$ cat src/rtl/scaled_encoder_if.sv
// Handshake bundle for the scaled-format encoder: one input stream carrying
// wide signed fixed-point values and one output stream carrying the packed
// {scale, mantissa} word with its flags.
interface scaled_encoder_if #(
  parameter int IN_WIDTH = 24
);
  logic                in_valid;
  logic                in_ready;
  logic [IN_WIDTH-1:0] in_data;
  logic                out_valid;
  logic                out_ready;
  logic [15:0]         out_data;
  logic                overflow;
  logic                inexact;

  // Encoder side: consumes in_*, produces out_* and flags.
  modport slave (
    input  in_valid, in_data, out_ready,
    output in_ready, out_valid, out_data, overflow, inexact
  );

  // Producer/consumer side around the encoder.
  modport master (
    output in_valid, in_data, out_ready,
    input  in_ready, out_valid, out_data, overflow, inexact
  );
endinterface

$ cat src/rtl/scaled_encoder.sv
// Packs a wide signed fixed-point value (7 fractional bits) into the 16-bit
// scaled word {scale[2:0], mant[12:0]} where value = mant / 2^scale.
// Starting at scale 7, the value is shifted right one bit per cycle until the
// mantissa fits in 13 signed bits; if it still does not fit at scale 0 the
// mantissa saturates. One transaction is in flight at a time.
module scaled_encoder #(
  parameter int IN_WIDTH = 24
) (
  input  logic              clk,
  input  logic              rst,
  scaled_encoder_if.slave   bus,
  output logic              busy
);

  localparam int MANT_W  = 13;
  localparam int FIT_LSB = MANT_W - 1;

  typedef enum logic [1:0] {
    IDLE  = 2'd0,
    CHECK = 2'd1,
    DONE  = 2'd2
  } state_t;

  state_t                     state;
  logic signed [IN_WIDTH-1:0] x;
  logic [2:0]                 s;
  logic                       sticky;
  logic                       in_ready;
  logic                       out_valid;
  logic [15:0]                out_data;
  logic                       overflow;
  logic                       inexact;
  logic                       fits;

  // The mantissa fits in 13 signed bits when every bit from the mantissa
  // sign position upward is a copy of the sign.
  assign fits = (&x[IN_WIDTH-1:FIT_LSB]) | ~(|x[IN_WIDTH-1:FIT_LSB]);

  assign bus.in_ready  = in_ready;
  assign bus.out_valid = out_valid;
  assign bus.out_data  = out_data;
  assign bus.overflow  = overflow;
  assign bus.inexact   = inexact;

  // Control FSM with registered handshake, result and flag outputs.
  always_ff @(posedge clk or posedge rst) begin
    if (rst) begin
      state     <= IDLE;
      x         <= '0;
      s         <= 3'd0;
      sticky    <= 1'b0;
      in_ready  <= 1'b1;
      out_valid <= 1'b0;
      out_data  <= 16'h0000;
      overflow  <= 1'b0;
      inexact   <= 1'b0;
      busy      <= 1'b0;
    end else begin
      case (state)
        IDLE: begin
          if (bus.in_valid && in_ready) begin
            x        <= bus.in_data;
            s        <= 3'd7;
            sticky   <= 1'b0;
            in_ready <= 1'b0;
            busy     <= 1'b1;
            state    <= CHECK;
          end
        end

        CHECK: begin
          if (fits) begin
            out_data  <= {s, x[MANT_W-1:0]};
            overflow  <= 1'b0;
            inexact   <= sticky;
            out_valid <= 1'b1;
            state     <= DONE;
          end else if (s != 3'd0) begin
            // Arithmetic shift floors toward -inf; remember any lost 1 bit.
            x      <= x >>> 1;
            sticky <= sticky | x[0];
            s      <= s - 3'd1;
          end else begin
            out_data  <= {3'd0, x[IN_WIDTH-1] ? 13'h1000 : 13'h0FFF};
            overflow  <= 1'b1;
            inexact   <= 1'b1;
            out_valid <= 1'b1;
            state     <= DONE;
          end
        end

        DONE: begin
          // Outputs hold until the consumer takes them; no bypass to accept.
          if (out_valid && bus.out_ready) begin
            out_valid <= 1'b0;
            in_ready  <= 1'b1;
            busy      <= 1'b0;
            state     <= IDLE;
          end
        end

        default: begin
          state     <= IDLE;
          in_ready  <= 1'b1;
          out_valid <= 1'b0;
          busy      <= 1'b0;
        end
      endcase
    end
  end

endmodule

$ cat src/flat_wrapper.sv
// flat-port wrapper written by rule: the top's interface ports become plain ports
module scaled_encoder_flat 
#(
  parameter int IN_WIDTH = 24
)
  (clk, rst, busy, bus_in_valid, bus_in_data, bus_out_ready, bus_in_ready, bus_out_valid, bus_out_data, bus_overflow, bus_inexact);
  scaled_encoder_if #(.IN_WIDTH(IN_WIDTH)) bus_i ();
  input  logic clk;
  input  logic rst;
  output logic busy;
  input wire logic [$bits(bus_i.in_valid)-1:0] bus_in_valid;
  input wire logic [$bits(bus_i.in_data)-1:0] bus_in_data;
  input wire logic [$bits(bus_i.out_ready)-1:0] bus_out_ready;
  output wire logic [$bits(bus_i.in_ready)-1:0] bus_in_ready;
  output wire logic [$bits(bus_i.out_valid)-1:0] bus_out_valid;
  output wire logic [$bits(bus_i.out_data)-1:0] bus_out_data;
  output wire logic [$bits(bus_i.overflow)-1:0] bus_overflow;
  output wire logic [$bits(bus_i.inexact)-1:0] bus_inexact;
  assign bus_i.in_valid = bus_in_valid;
  assign bus_i.in_data = bus_in_data;
  assign bus_i.out_ready = bus_out_ready;
  assign bus_in_ready = bus_i.in_ready;
  assign bus_out_valid = bus_i.out_valid;
  assign bus_out_data = bus_i.out_data;
  assign bus_overflow = bus_i.overflow;
  assign bus_inexact = bus_i.inexact;
  scaled_encoder #(.IN_WIDTH(IN_WIDTH)) u_core (.clk(clk), .rst(rst), .bus(bus_i), .busy(busy));
endmodule
$ cat config.mk
export PLATFORM = sky130hd
export DESIGN_NAME = scaled_encoder_flat
export DESIGN_NICKNAME = d
export VERILOG_FILES = /design/src/rtl/scaled_encoder_if.sv /design/src/rtl/scaled_encoder.sv /design/src/flat_wrapper.sv
export SDC_FILE = /design/constraint.sdc
export NUM_CORES = 1
export LEC_CHECK = 0
export ABC_AREA = 1
export CORE_MARGIN = 2
export CORE_UTILIZATION = 49
export CTS_BUF_LIST = sky130_fd_sc_hd__clkbuf_8
export CTS_CLUSTER_SIZE = 12
export DETAILED_ROUTE_END_ITERATION = 8
export PLACE_DENSITY = 0.75
export SYNTH_ARGS = -nofsm -noshare
export SYNTH_HDL_FRONTEND = slang
export SYNTH_SLANG_ARGS = --single-unit
$ cat constraint.sdc
create_clock -name clk -period 1.45 [get_ports clk]
set_input_delay 0.2175 -clock clk [delete_from_list [all_inputs] [get_ports clk]]
set_output_delay 0.2175 -clock clk [all_outputs]
set_load 0.01 [all_outputs]
# Yosys cells after proc, flatten, opt, wreduce, memory -nomap -nowiden
# Cells that the tools add are included.
# op_classes
add_sub_neg	1
eq_ne	8
n_mux	30
bitwise	5
reduce_logical	13
# ops
op	n
$mux 24	2
$pmux 24 s2	1
$mux 16	2
$mux 23	1
$mux 13	1
$reduce_and 12->1	1
$reduce_and 3->1	4
$reduce_or 12->1	1
$mux 1	10
$mux 3	3
$pmux 1 s3	3
$mux 2	4
$ne 2x1->1 const B	4
$pmux 2 s3	1
$pmux 3 s2	1
$reduce_and 4->1	1
$ne 3x2->1 const B	1
$not 1->1	3
$reduce_bool 3->1	1
$sub 3x1->3 const B	1
$eq 2x1->1 const B	1
$eq 2x2->1 const B	1
$logic_and 1x1->1	2
$logic_not 2->1	1
5 further kinds	6
# word_totals
ff_bits	51
inputBits	28
output_inout_bits	21
wordCells	68

# Logic depth before layout (Yosys ltp)
# Gate-level depths: netlist of run 1.
# logic_depth
word_depth	5
ltp_mapped	10
depth_no_buf	9

# Worst setup path before layout of run 1
# OpenSTA, ideal clock, no wires.
# synth_path
kind	flip-flop to flip-flop
startpoint	reg u_core.in_ready, in the netlist u_core.bus.in_ready
endpoint	reg u_core.s[2]
setup_ns	0.116
arrival_time_ns	1.370
slack_ns	-0.036
stages_incl_launch_ff	8
period_less_slack_ns	1.486
cell_sequence	dfstp_2 > nand2_1 > nor3_2 > inv_1 > buf_6 > buf_4 > nand3_1 > nand2_1
# synth_between
elab_chain_cells	3
# synth_lines
element	line_no	source
from (decl)	scaled_encoder.sv:28	logic in_ready;
from (signal assigned)	scaled_encoder.sv:52	in_ready <= 1'b1;
from (signal assigned)	scaled_encoder.sv:65	in_ready <= 1'b0;
from (signal assigned)	scaled_encoder.sv:96	in_ready <= 1'b1;
$logic_and 1x1->1	scaled_encoder.sv:61	if (bus.in_valid && in_ready) begin
$ne 2x1->1 (no source line)	n/a	
$reduce_and 4->1 (no source line)	n/a	
to (signal assigned)	scaled_encoder.sv:82	s <= s - 3'd1;
to (decl)	scaled_encoder.sv:26	logic [2:0] s;
# No other way between the ends.
# A chain may end at the register's enable or synchronous reset.

# Worst setup path after layout of run 1
# layout_path
startpoint	reg u_core.s[1]
endpoint	reg u_core.x[0]
# layout_between
elab_chain_cells	3
# layout_lines
element	line_no	source
$reduce_bool 3->1	scaled_encoder.sv:78	end else if (s != 3'd0) begin
$ne 2x1->1 (no source line)	n/a	
$reduce_and 4->1 (no source line)	n/a	
to (signal assigned)	scaled_encoder.sv:62	x <= bus.in_data;
to (signal assigned)	scaled_encoder.sv:80	x <= x >>> 1;
to (decl)	scaled_encoder.sv:25	logic signed [IN_WIDTH-1:0] x;
# No other way between the ends.

==> impl_metrics.ini, run 1 <==
[status]
outcome = complete, but fails checks
violations = setup timing

[cells_and_area]
syn_to_final_growth_pct = 42.4
n_antenna_cell = 0
mostFrequentLayoutCells = nand2_1 (194), dfrtp_1 (50), clkdlybuf4s50_1 (29)
layout-drive-gt1-share = 0.226
fin_util = 0.737
fin_area_sq_um = 3830
final_common_cell = nand2_1
final_nets = 462

[floorplan]
start_util = 0.518
die_y_um = 78.1
coreArea_sq_um = 5200
rows = 26
die-area_sq_um = 6110
die_x_um = 78.1
num_io_pins = 49

[timing]
finalSetupViolations = 38
skew_ns = 0.00763
drv_slew = 0
layout_min_cycle_time_ns = 1.54
maxSlewHeadroom = 0.778
fin_setup_tns_ns = -0.987
rsz0062_at_grt = true
hold_viol_final = 0
finalCritPeriodShare = 1.06
worst_pin_slew_ns = 0.330
fin_ws_ns = -0.0887
clock.fmax_ghz = 0.650

[route]
drt_pass1_iterations = 5
met1Wirelength_mm = 3.01
dr_wl_met2_mm = 3.57
wl_per_cell_um = 14.3
drtIter0Drc = 244
wl_met3_um = 419
drc = 0
viasPerCell = 5.17
wirelength_mm = 7.18
vias = 2599
dr.max_layer_used = met4
ant_nets = 0

[placement]
preCtsSetupSlack_ns = -0.0908
dpl-instance-area_sq_um = 3380
globalplace.congestion = 0.766
io_buffers = 48
hpwl_mm = 4.21

[clock_tree]
cts_max_level = 2
clk_latency_ns = 0.32
clk_pin_slew_worst_paths_ns = 0.10
ctsRootBufferMaster = clkbuf_8
cts.sink_count = 51
cts_buffer_depth = 2
cts_buffers = 5
cts_tree = yes
hold_buffers = 0

[synthesis]
synth-seq-cells = 51
yosys_warnings = 0
syn_nets = 392
synthDistinctLibCells = 23
netlist_area_sq_um = 2690
ys_seq_area_frac = 0.474
synth_cells = 362
avgSynthCellArea_sq_um = 7.44

[critical_path]
crit_required_ns = 1.70
criticalPathCategory = flip-flop to flip-flop
path_max_fanout = 7
critPathLaunchType = flip-flop
endpoint_kind = flip-flop
cp_data_arrival_time_ns = 1.79

[grt]
grt_pass1_vias = 2190
grt_pass1_wl_mm = 10.1
grt_start_max_net_pins = 52
grt-ovfl-total = 0
antenna_found_initial = 0
grt_usage = 0.204

[run]
cap_viol_max_count = 0

[hold_path]
hp-class = input port to async pin

[pwr]
p_total_uw = 9310
leakage_uw = 0.00215
vdd_drop_max_uv = 1270
powerDensity_nw_per_um2 = 2430
[repair_timing]
item / 4_1_cts / 5_1_grt
pin swaps: 0 / 25
setup endpoints to repair: 20 / 60
gates resized for setup: 5 / 61
cloned: 0 / 5
setup buffers: 0 / 4
[synthesized netlist by cell type (all sizes together)]
| library cell | n | area, sq um |
|---|---|---|
| o21ai | 7 | 35.0 |
| ha | 2 | 25.0 |
| dfrtp | 50 | 1250 |
| nand3 | 32 | 185 |
| dfstp | 1 | 26.3 |
| nand2 | 218 | 877 |
| clkbuf | 2 | 7.51 |
| xnor2 | 1 | 8.76 |
| nor3 | 1 | 10.0 |
| buf | 14 | 124 |
| nand3b | 1 | 7.51 |
| inv | 15 | 56.3 |
| nor2 | 16 | 70.1 |
| a21oi | 2 | 10.0 |
[kinds of logic (layout without fill, tap and decap cells)]
logic type               Yosys count  count (layout)  synth area share
AND/OR/NAND/NOR                  268             271             0.427
adder cells (fa/ha/maj)            2               2           0.00929
XOR/XNOR                           1               1           0.00325
buffers and inverters             31              99            0.0697
flip-flops                        51              51             0.474
AO/OA/AOI/OAI                      9               9            0.0167
[where the power goes]
group | internal, uW | switching [uW] | total (uW) | leakage, uW
combinational | 2520 | 3220 | 5740 | 0.00146
sequential | 2120 | 553 | 2670 | 0.000636
clock | 391 | 507 | 898 | 0.0000474
total | 5030 | 4280 | 9310 | 0.00215
[through the flow]
stage               std cells  hold WS, ns
finish                    503        0.249
floorplan                 362        0.338
global route              503        0.287
global placement          486        0.453
CTS                       494        0.265
detailed placement        486        0.457
[critical path, cell delays in order, from the launching register on]
cell and delay (ns):
dfrtp_1 0.41, inv_2 0.09, ha_4 0.14, inv_4 0.04
nor2_4 0.16, nor2_4 0.07, nand3_4 0.09, buf_4 0.16
buf_8 0.12, nand3_1 0.09, nand2_1 0.10
[routing by layer]
layer / GRT usage / up-vias
met5: 0 / -
met2: 0.340 / 112
li1: - / 1265
met1: 0.276 / 1201
met3: 0.0333 / 21
met4: 0.0561 / 0
[area by class of cell]
type                       count  area [sq um]
clock buffer                   6          82.6
clock inverter                 2          16.3
fill                         380          1370
inverter                      15          63.8
multi-input combinational    283          1440
sequential                    51          1280
tap                           70          87.6
timing repair buffer          76           868
[registers in the layout (all words and copies together), names as in the netlist]
signal and flops:
u_core.bus.out_data 16, u_core.bus.overflow 1, u_core.bus.out_valid 1, u_core.bus.in_ready 1, u_core.busy 1, u_core.s 3
u_core.state 2, u_core.sticky 1, u_core.bus.inexact 1, u_core.x 24
[worst paths after layout]
kind / start / endpoint / slack (ns) / cells after the start
setup / recovery: u_core.s[1]$_DFFE_PP0P_ / u_core.x[0]$_DFFE_PP0P_ / -0.09 / 10
hold / removal: rst / u_core.bus.out_data[15]$_DFFE_PP0P_ / 0.25 / 3
setup reg to reg: u_core.s[1]$_DFFE_PP0P_ / u_core.x[0]$_DFFE_PP0P_ / -0.09 / 10
hold reg to reg: u_core.bus.out_data[13]$_DFFE_PP0P_ / u_core.bus.out_data[13]$_DFFE_PP0P_ / 0.47 / 2
max in group asynchronous: rst / u_core.bus.in_ready$_DFFE_PP1P_ / 0.92 / 3
min in group clk: u_core.bus.out_data[13]$_DFFE_PP0P_ / u_core.bus.out_data[13]$_DFFE_PP0P_ / 0.47 / 2
No activity file was read; power rests on OpenSTA's default activity.
==> run 2: changes to the inputs <==
--- a/config.mk
+++ b/config.mk
@@ -7,11 +7,11 @@
 export LEC_CHECK = 0
 export ABC_AREA = 1
 export CORE_MARGIN = 2
-export CORE_UTILIZATION = 49
+export CORE_UTILIZATION = 54
 export CTS_BUF_LIST = sky130_fd_sc_hd__clkbuf_8
 export CTS_CLUSTER_SIZE = 12
 export DETAILED_ROUTE_END_ITERATION = 8
-export PLACE_DENSITY = 0.75
+export PLACE_DENSITY = 0.79
 export SYNTH_ARGS = -nofsm -noshare
 export SYNTH_HDL_FRONTEND = slang
 export SYNTH_SLANG_ARGS = --single-unit
==> constraint.sdc (replaced) <==
create_clock -name clk -period 1.5 [get_ports clk]
set_input_delay 0.225 -clock clk [delete_from_list [all_inputs] [get_ports clk]]
set_output_delay 0.225 -clock clk [all_outputs]
set_load 0.01 [all_outputs]
==> impl_metrics.ini, run 2 (synthesis gave the netlist of run 1 again) <==
[pwr]
leakage_uw = 0.00190
powerDensity_nw_per_um2 = 2320
vdd_drop_max_uv = 1240

[grt]
grt_start_max_net_pins = 52
grt-ovfl-total = 0
grt_pass1_wl_mm = 9.33
grt_usage = 0.220
grt_pass1_vias = 2101
antenna_found_initial = 0

[route]
drtIter0Drc = 239
viasPerCell = 5.10
vias = 2548
drc = 0
ant_nets = 0
wirelength_mm = 6.58
drt_pass1_iterations = 5
wl_per_cell_um = 13.2

[floorplan]
coreArea_sq_um = 4750
die_x_um = 74.6
die_y_um = 74.6
num_io_pins = 49
rows = 25
die-area_sq_um = 5570
start_util = 0.567

[cells_and_area]
syn_to_final_growth_pct = 34.2
reg_top3 = u_core.x x24, u_core.bus.out_data x16, u_core.s x3
final_nets = 462
regMostFlops = u_core.x
fin_util = 0.761
largest_reg_flops = 24
nFillCells = 346
final_common_cell = nand2_1
n_antenna_cell = 0
layout-drive-gt1-share = 0.171
mostFrequentLayoutCells = nand2_1 (200), dfrtp_1 (50), clkdlybuf4s50_1 (45)

[status]
outcome = complete, but fails checks
violations = setup timing

[critical_path]
critPathLaunchType = flip-flop
cp_data_arrival_time_ns = 1.73
path_max_fanout = 9
endpoint_kind = flip-flop
crit_required_ns = 1.70
criticalPathCategory = flip-flop to flip-flop

[timing]
skew_ns = 0.00507
hold_viol_final = 0
fin_ws_ns = -0.0262
drv_slew = 0
layout_min_cycle_time_ns = 1.53
finalCritPeriodShare = 1.02
whs_ns = 0.273
fin_setup_tns_ns = -0.123
maxSlewHeadroom = 0.816
rsz0062_at_grt = true
clock.fmax_ghz = 0.655
worst_pin_slew_ns = 0.275
finalSetupViolations = 10

[clock_tree]
cts_max_level = 2
cts_buffer_depth = 2
cts_buffers = 5
clk_pin_slew_worst_paths_ns = 0.09
cts_tree = yes
ctsRootBufferMaster = clkbuf_8
clk_latency_ns = 0.31
hold_buffers = 0
cts.sink_count = 51

[placement]
hpwl_mm = 3.85
globalplace.congestion = 0.772
io_buffers = 48
preCtsSetupSlack_ns = -0.0831

[run]
cap_viol_max_count = 0

[hold_path]
hp-class = input port to async pin
[run 2: final cells by class]
cell class                 instances  area (sq um)  area share
timing repair buffer              76           779       0.216
inverter                          15          58.8      0.0163
clock inverter                     2          35.0     0.00969
sequential                        51          1280       0.353
tap                               67          83.8      0.0232
clock buffer                       6          82.6      0.0228
multi-input combinational        283          1300       0.359
[run 2: final timing paths]
| check | end | slack [ns] | cells past startpoint | startpoint |
|---|---|---|---|---|
| min | u_core.bus.out_data[2]$_DFFE_PP0P_ | 0.27 | 3 | rst |
| max reg2reg | u_core.bus.out_data[5]$_DFFE_PP0P_ | -0.03 | 9 | u_core.x[20]$_DFFE_PP0P_ |
| min reg2reg | u_core.bus.out_data[13]$_DFFE_PP0P_ | 0.48 | 2 | u_core.bus.out_data[13]$_DFFE_PP0P_ |
| min in group clk | u_core.bus.out_data[13]$_DFFE_PP0P_ | 0.48 | 2 | u_core.bus.out_data[13]$_DFFE_PP0P_ |
| max in group asynchronous | u_core.bus.in_ready$_DFFE_PP1P_ | 0.96 | 3 | rst |
| max | u_core.bus.out_data[5]$_DFFE_PP0P_ | -0.03 | 9 | u_core.x[20]$_DFFE_PP0P_ |
[run 2: power by group]
part           leakage [uW]  internal, uW  switching [uW]
registers          0.000636          2050             486
clock network     0.0000612           540             449
logic               0.00120          2110            2740
[run 2: per-stage QoR]
step / std cells / power (uW) / instance area [sq um]
global placement: 476 / 6440 / 3280
global route: 500 / 8990 / 3620
finish: 500 / 8380 / 3620
detailed placement: 476 / 6560 / 3280
floorplan: 362 / 5360 / 2690
CTS: 484 / 7600 / 3410
[run 2: routing by layer]
metal | GRT usage | routed length (um)
met5 | 0 | 0
met1 | 0.292 | 2790
met3 | 0.0495 | 492
met2 | 0.359 | 3180
met4 | 0.0774 | 126
[run 2: worst max-delay path, cell delays in order (launching register included)]
cell and delay [ns]:
dfrtp_1 0.43, nor2_1 0.10, nand2_1 0.06, nor2_2 0.13, nand2_2 0.13, nand3b_1 0.19
buf_4 0.17, nand2_8 0.08, nand2_1 0.07, nand2_1 0.06
[run 2: timing repair]
item / CTS / global route
resized for setup: 5 / 18
endpoints found under the setup margin: 45 / 46
setup buffers: 0 / 11
pin swaps: 0 / 5
gates cloned: 0 / 5
==> run 3: changes to the inputs <==
--- a/config.mk
+++ b/config.mk
@@ -5,13 +5,14 @@
 export SDC_FILE = /design/constraint.sdc
 export NUM_CORES = 1
 export LEC_CHECK = 0
-export ABC_AREA = 1
 export CORE_MARGIN = 2
-export CORE_UTILIZATION = 54
+export CORE_UTILIZATION = 53
 export CTS_BUF_LIST = sky130_fd_sc_hd__clkbuf_8
+export CTS_CLUSTER_DIAMETER = 200
 export CTS_CLUSTER_SIZE = 12
 export DETAILED_ROUTE_END_ITERATION = 8
 export PLACE_DENSITY = 0.79
+export SETUP_SLACK_MARGIN = 0.05
 export SYNTH_ARGS = -nofsm -noshare
 export SYNTH_HDL_FRONTEND = slang
 export SYNTH_SLANG_ARGS = --single-unit
==> impl_metrics.ini, run 3 <==
[cells_and_area]
final_nets = 318
n_antenna_cell = 0
mostFrequentLayoutCells = dfrtp_1 (50), clkdlybuf4s50_1 (29), buf_4 (29)
fin_cells = 340
syn_to_final_growth_pct = 43.1
final_common_cell = dfrtp_1
largest_reg_flops = 24
layout-drive-gt1-share = 0.288
regMostFlops = u_core.x
reg_top3 = u_core.x x24, u_core.bus.out_data x16, u_core.s x3

[synthesis]
synth_cells = 205
netlist_top_cells_count = dfrtp_1 (50), o21ai_0 (26), nand3_1 (25)
synth-seq-cells = 51
ys_seq_area_frac = 0.534
netlist.area_leader.share = 0.523
avgSynthCellArea_sq_um = 11.7
ys_async_sr_fraction = 1.00
synthDistinctLibCells = 43
syn_nets = 235
yosysMostFrequentCell = dfrtp_1
yosys_warnings = 0
synth_flop_cell = dfrtp_1
synth_edf_count = 0
yosys.area.top_type = dfrtp_1
netlist_area_sq_um = 2390
synth.area.top_cells = dfrtp_1 (52%), mux2i_1 (9.6%), o21ai_0 (5.4%)

[route]
drc = 0
dr_wl_met2_mm = 3.02
drt_pass1_iterations = 4
vias = 1974
dr.max_layer_used = met4
drtIter0Drc = 91
ant_nets = 0
met1Wirelength_mm = 2.50
wl_per_cell_um = 17.6
wl_met3_um = 299
wirelength_mm = 6.00
viasPerCell = 5.81

[timing]
layout_min_cycle_time_ns = 1.67
skew_ns = 0.00501
drv_slew = 0
clock.fmax_ghz = 0.601
whs_ns = 0.229
maxSlewHeadroom = 0.774
hold_viol_final = 0
rsz0062_at_grt = true
fin_ws_ns = -0.165
finalSetupViolations = 47
finalCritPeriodShare = 1.11
worst_pin_slew_ns = 0.339

[clock_tree]
ctsRootBufferMaster = clkbuf_8
hold_buffers = 0
cts_max_level = 2
clk_pin_slew_worst_paths_ns = 0.09
cts_tree = yes
cts_buffers = 5
cts_buffer_depth = 2
cts.sink_count = 51
clk_latency_ns = 0.31

[critical_path]
path_max_fanout = 7
criticalPathCategory = flip-flop to flip-flop
reg2regPathDepth = 6
timing.rr.start = u_core.x[22]$_DFFE_PP0P_
cp_slowest_cell = dfrtp_1
cp_data_arrival_time_ns = 1.86
reg2reg_to = u_core.x[22]$_DFFE_PP0P_
slowest_delay_ns = 0.44
r2r_slack_ns = -0.17
endpoint_kind = flip-flop
crit_start = u_core.x[22]$_DFFE_PP0P_
critPathLaunchType = flip-flop
path_cells = nor4_2 > nand3_2 > buf_4 > nand3b_4 > and2_4 > o21ai_1
crit_required_ns = 1.69

[status]
violations = setup timing
outcome = complete, but fails checks

[grt]
antenna_found_initial = 0
grt_pass1_wl_mm = 10.0
grt_pass1_vias = 2056
grt_usage = 0.256
grt-ovfl-total = 0
grt_start_max_net_pins = 21

[floorplan]
num_io_pins = 49
die_x_um = 71.2
die_y_um = 71.2
die-area_sq_um = 5070
start_util = 0.549
rows = 24
coreArea_sq_um = 4350

[pwr]
power_frac_clock = 0.127
powerDensity_nw_per_um2 = 1840
p_sw_frac = 0.362
p_int_uw = 4010
leakage_uw = 0.00180
switchingPower_uw = 2270
vdd_drop_max_uv = 919
seq_power_share = 0.402
power_frac_comb = 0.471

[hold_path]
hp-class = input port to async pin

[placement]
globalplace.congestion = 0.811
placed_cells = 327
hpwl_mm = 3.85
io_buffers = 48

[run]
cap_viol_max_count = 0
==> run 3: cell types whose count changed in the layout (fill, tap and decap cells not counted), sizes merged, moves of 4 or more <==
| cell | previous run | this run |
|---|---|---|
| nand3 | 32 | 26 |
| buf | 26 | 36 |
| dlygate4sd2 | 1 | 8 |
| inv | 15 | 6 |
| o221a | 0 | 12 |
| nor2 | 16 | 8 |
| and2 | 0 | 4 |
| o21ai | 7 | 26 |
| dlymetal6s2s | 2 | 11 |
| mux2i | 0 | 23 |
| clkdlybuf4s50 | 45 | 29 |
| nand2 | 221 | 5 |
==> run 3: worst max path at each step <==
stage	end	slack, ns	depth (start not counted)
3_3_place_gp	u_core.x[23]$_DFFE_PP0P_	-0.17	5
5_1_grt	u_core.x[14]$_DFFE_PP0P_	-0.21	6
4_1_cts	u_core.x[0]$_DFFE_PP0P_	-0.13	7
2_1_floorplan	u_core.bus.out_data[12]$_DFFE_PP0P_	-0.17	5
3_5_place_dp	u_core.x[22]$_DFFE_PP0P_	-0.28	5
6_report	u_core.x[22]$_DFFE_PP0P_	-0.17	6
==> run 3: routing by layer <==
| metal | up-vias | track usage |
|---|---|---|
| met5 | - | 0 |
| met4 | 0 | 0.0881 |
| met3 | 18 | 0.0584 |
| li1 | 933 | - |
| met1 | 969 | 0.326 |
| met2 | 54 | 0.430 |
==> run 3: repair_timing <==
| item | CTS | global route |
|---|---|---|
| cloned | 3 | 2 |
| pin swaps | 6 | 7 |
| setup buffers | 1 | 0 |
| setup endpoints to repair | 57 | 60 |
| resized for setup | 28 | 26 |
==> run 3: cell type report <==
type	count	area [sq um]
flip-flops and latches	51	1280
fillers	278	931
well taps	52	65.1
clock buffers	6	82.6
repair buffers	84	837
clock inverters	1	5.00
inverters	7	30.0
multi-input cells	139	1130
==> run 3: power groups by stage <==
| stage | clock (uW) | combinational (uW) | sequential [uW] |
|---|---|---|---|
| 6_report | 798 | 2960 | 2520 |
| 5_1_grt | 878 | 3230 | 2600 |
| 4_1_cts | 819 | 2910 | 2490 |
| 3_5_place_dp | 0 | 2710 | 2510 |
| 3_3_place_gp | 0 | 2630 | 2480 |
| 2_1_floorplan | 0 | 1410 | 2540 |
==> run 3: logic make-up after synthesis <==
logic type,synth area share
adder cells (fa/ha/maj),0.0105
AO/OA/AOI/OAI,0.157
AND/OR/NAND/NOR,0.150
multiplexers,0.106
buffers and inverters,0.0424
flip-flops,0.534
==> run 3: stage by stage <==
step	total power [uW]	util	worst slack, ns	instance area, sq um	TNS, ns
after global placement	5110	0.726	-0.168	3160	-4.53
after floorplan	3950	-	-0.171	2410	-1.83
after detailed placement	5220	0.726	-0.280	3160	-7.25
after CTS	6220	0.772	-0.134	3360	-4.25
final	6280	0.786	-0.165	3420	-6.01
after global routing	6700	0.786	-0.211	3420	-8.28
==> run 3: worst max-delay path: cells and delay by family (launching register included) <==
family | cells | cell delay [ns]
and+or+nand+nor | 4 | 0.83
buffers and inverters | 1 | 0.17
AOI/OAI and AO/OA | 1 | 0.10
DFF | 1 | 0.44
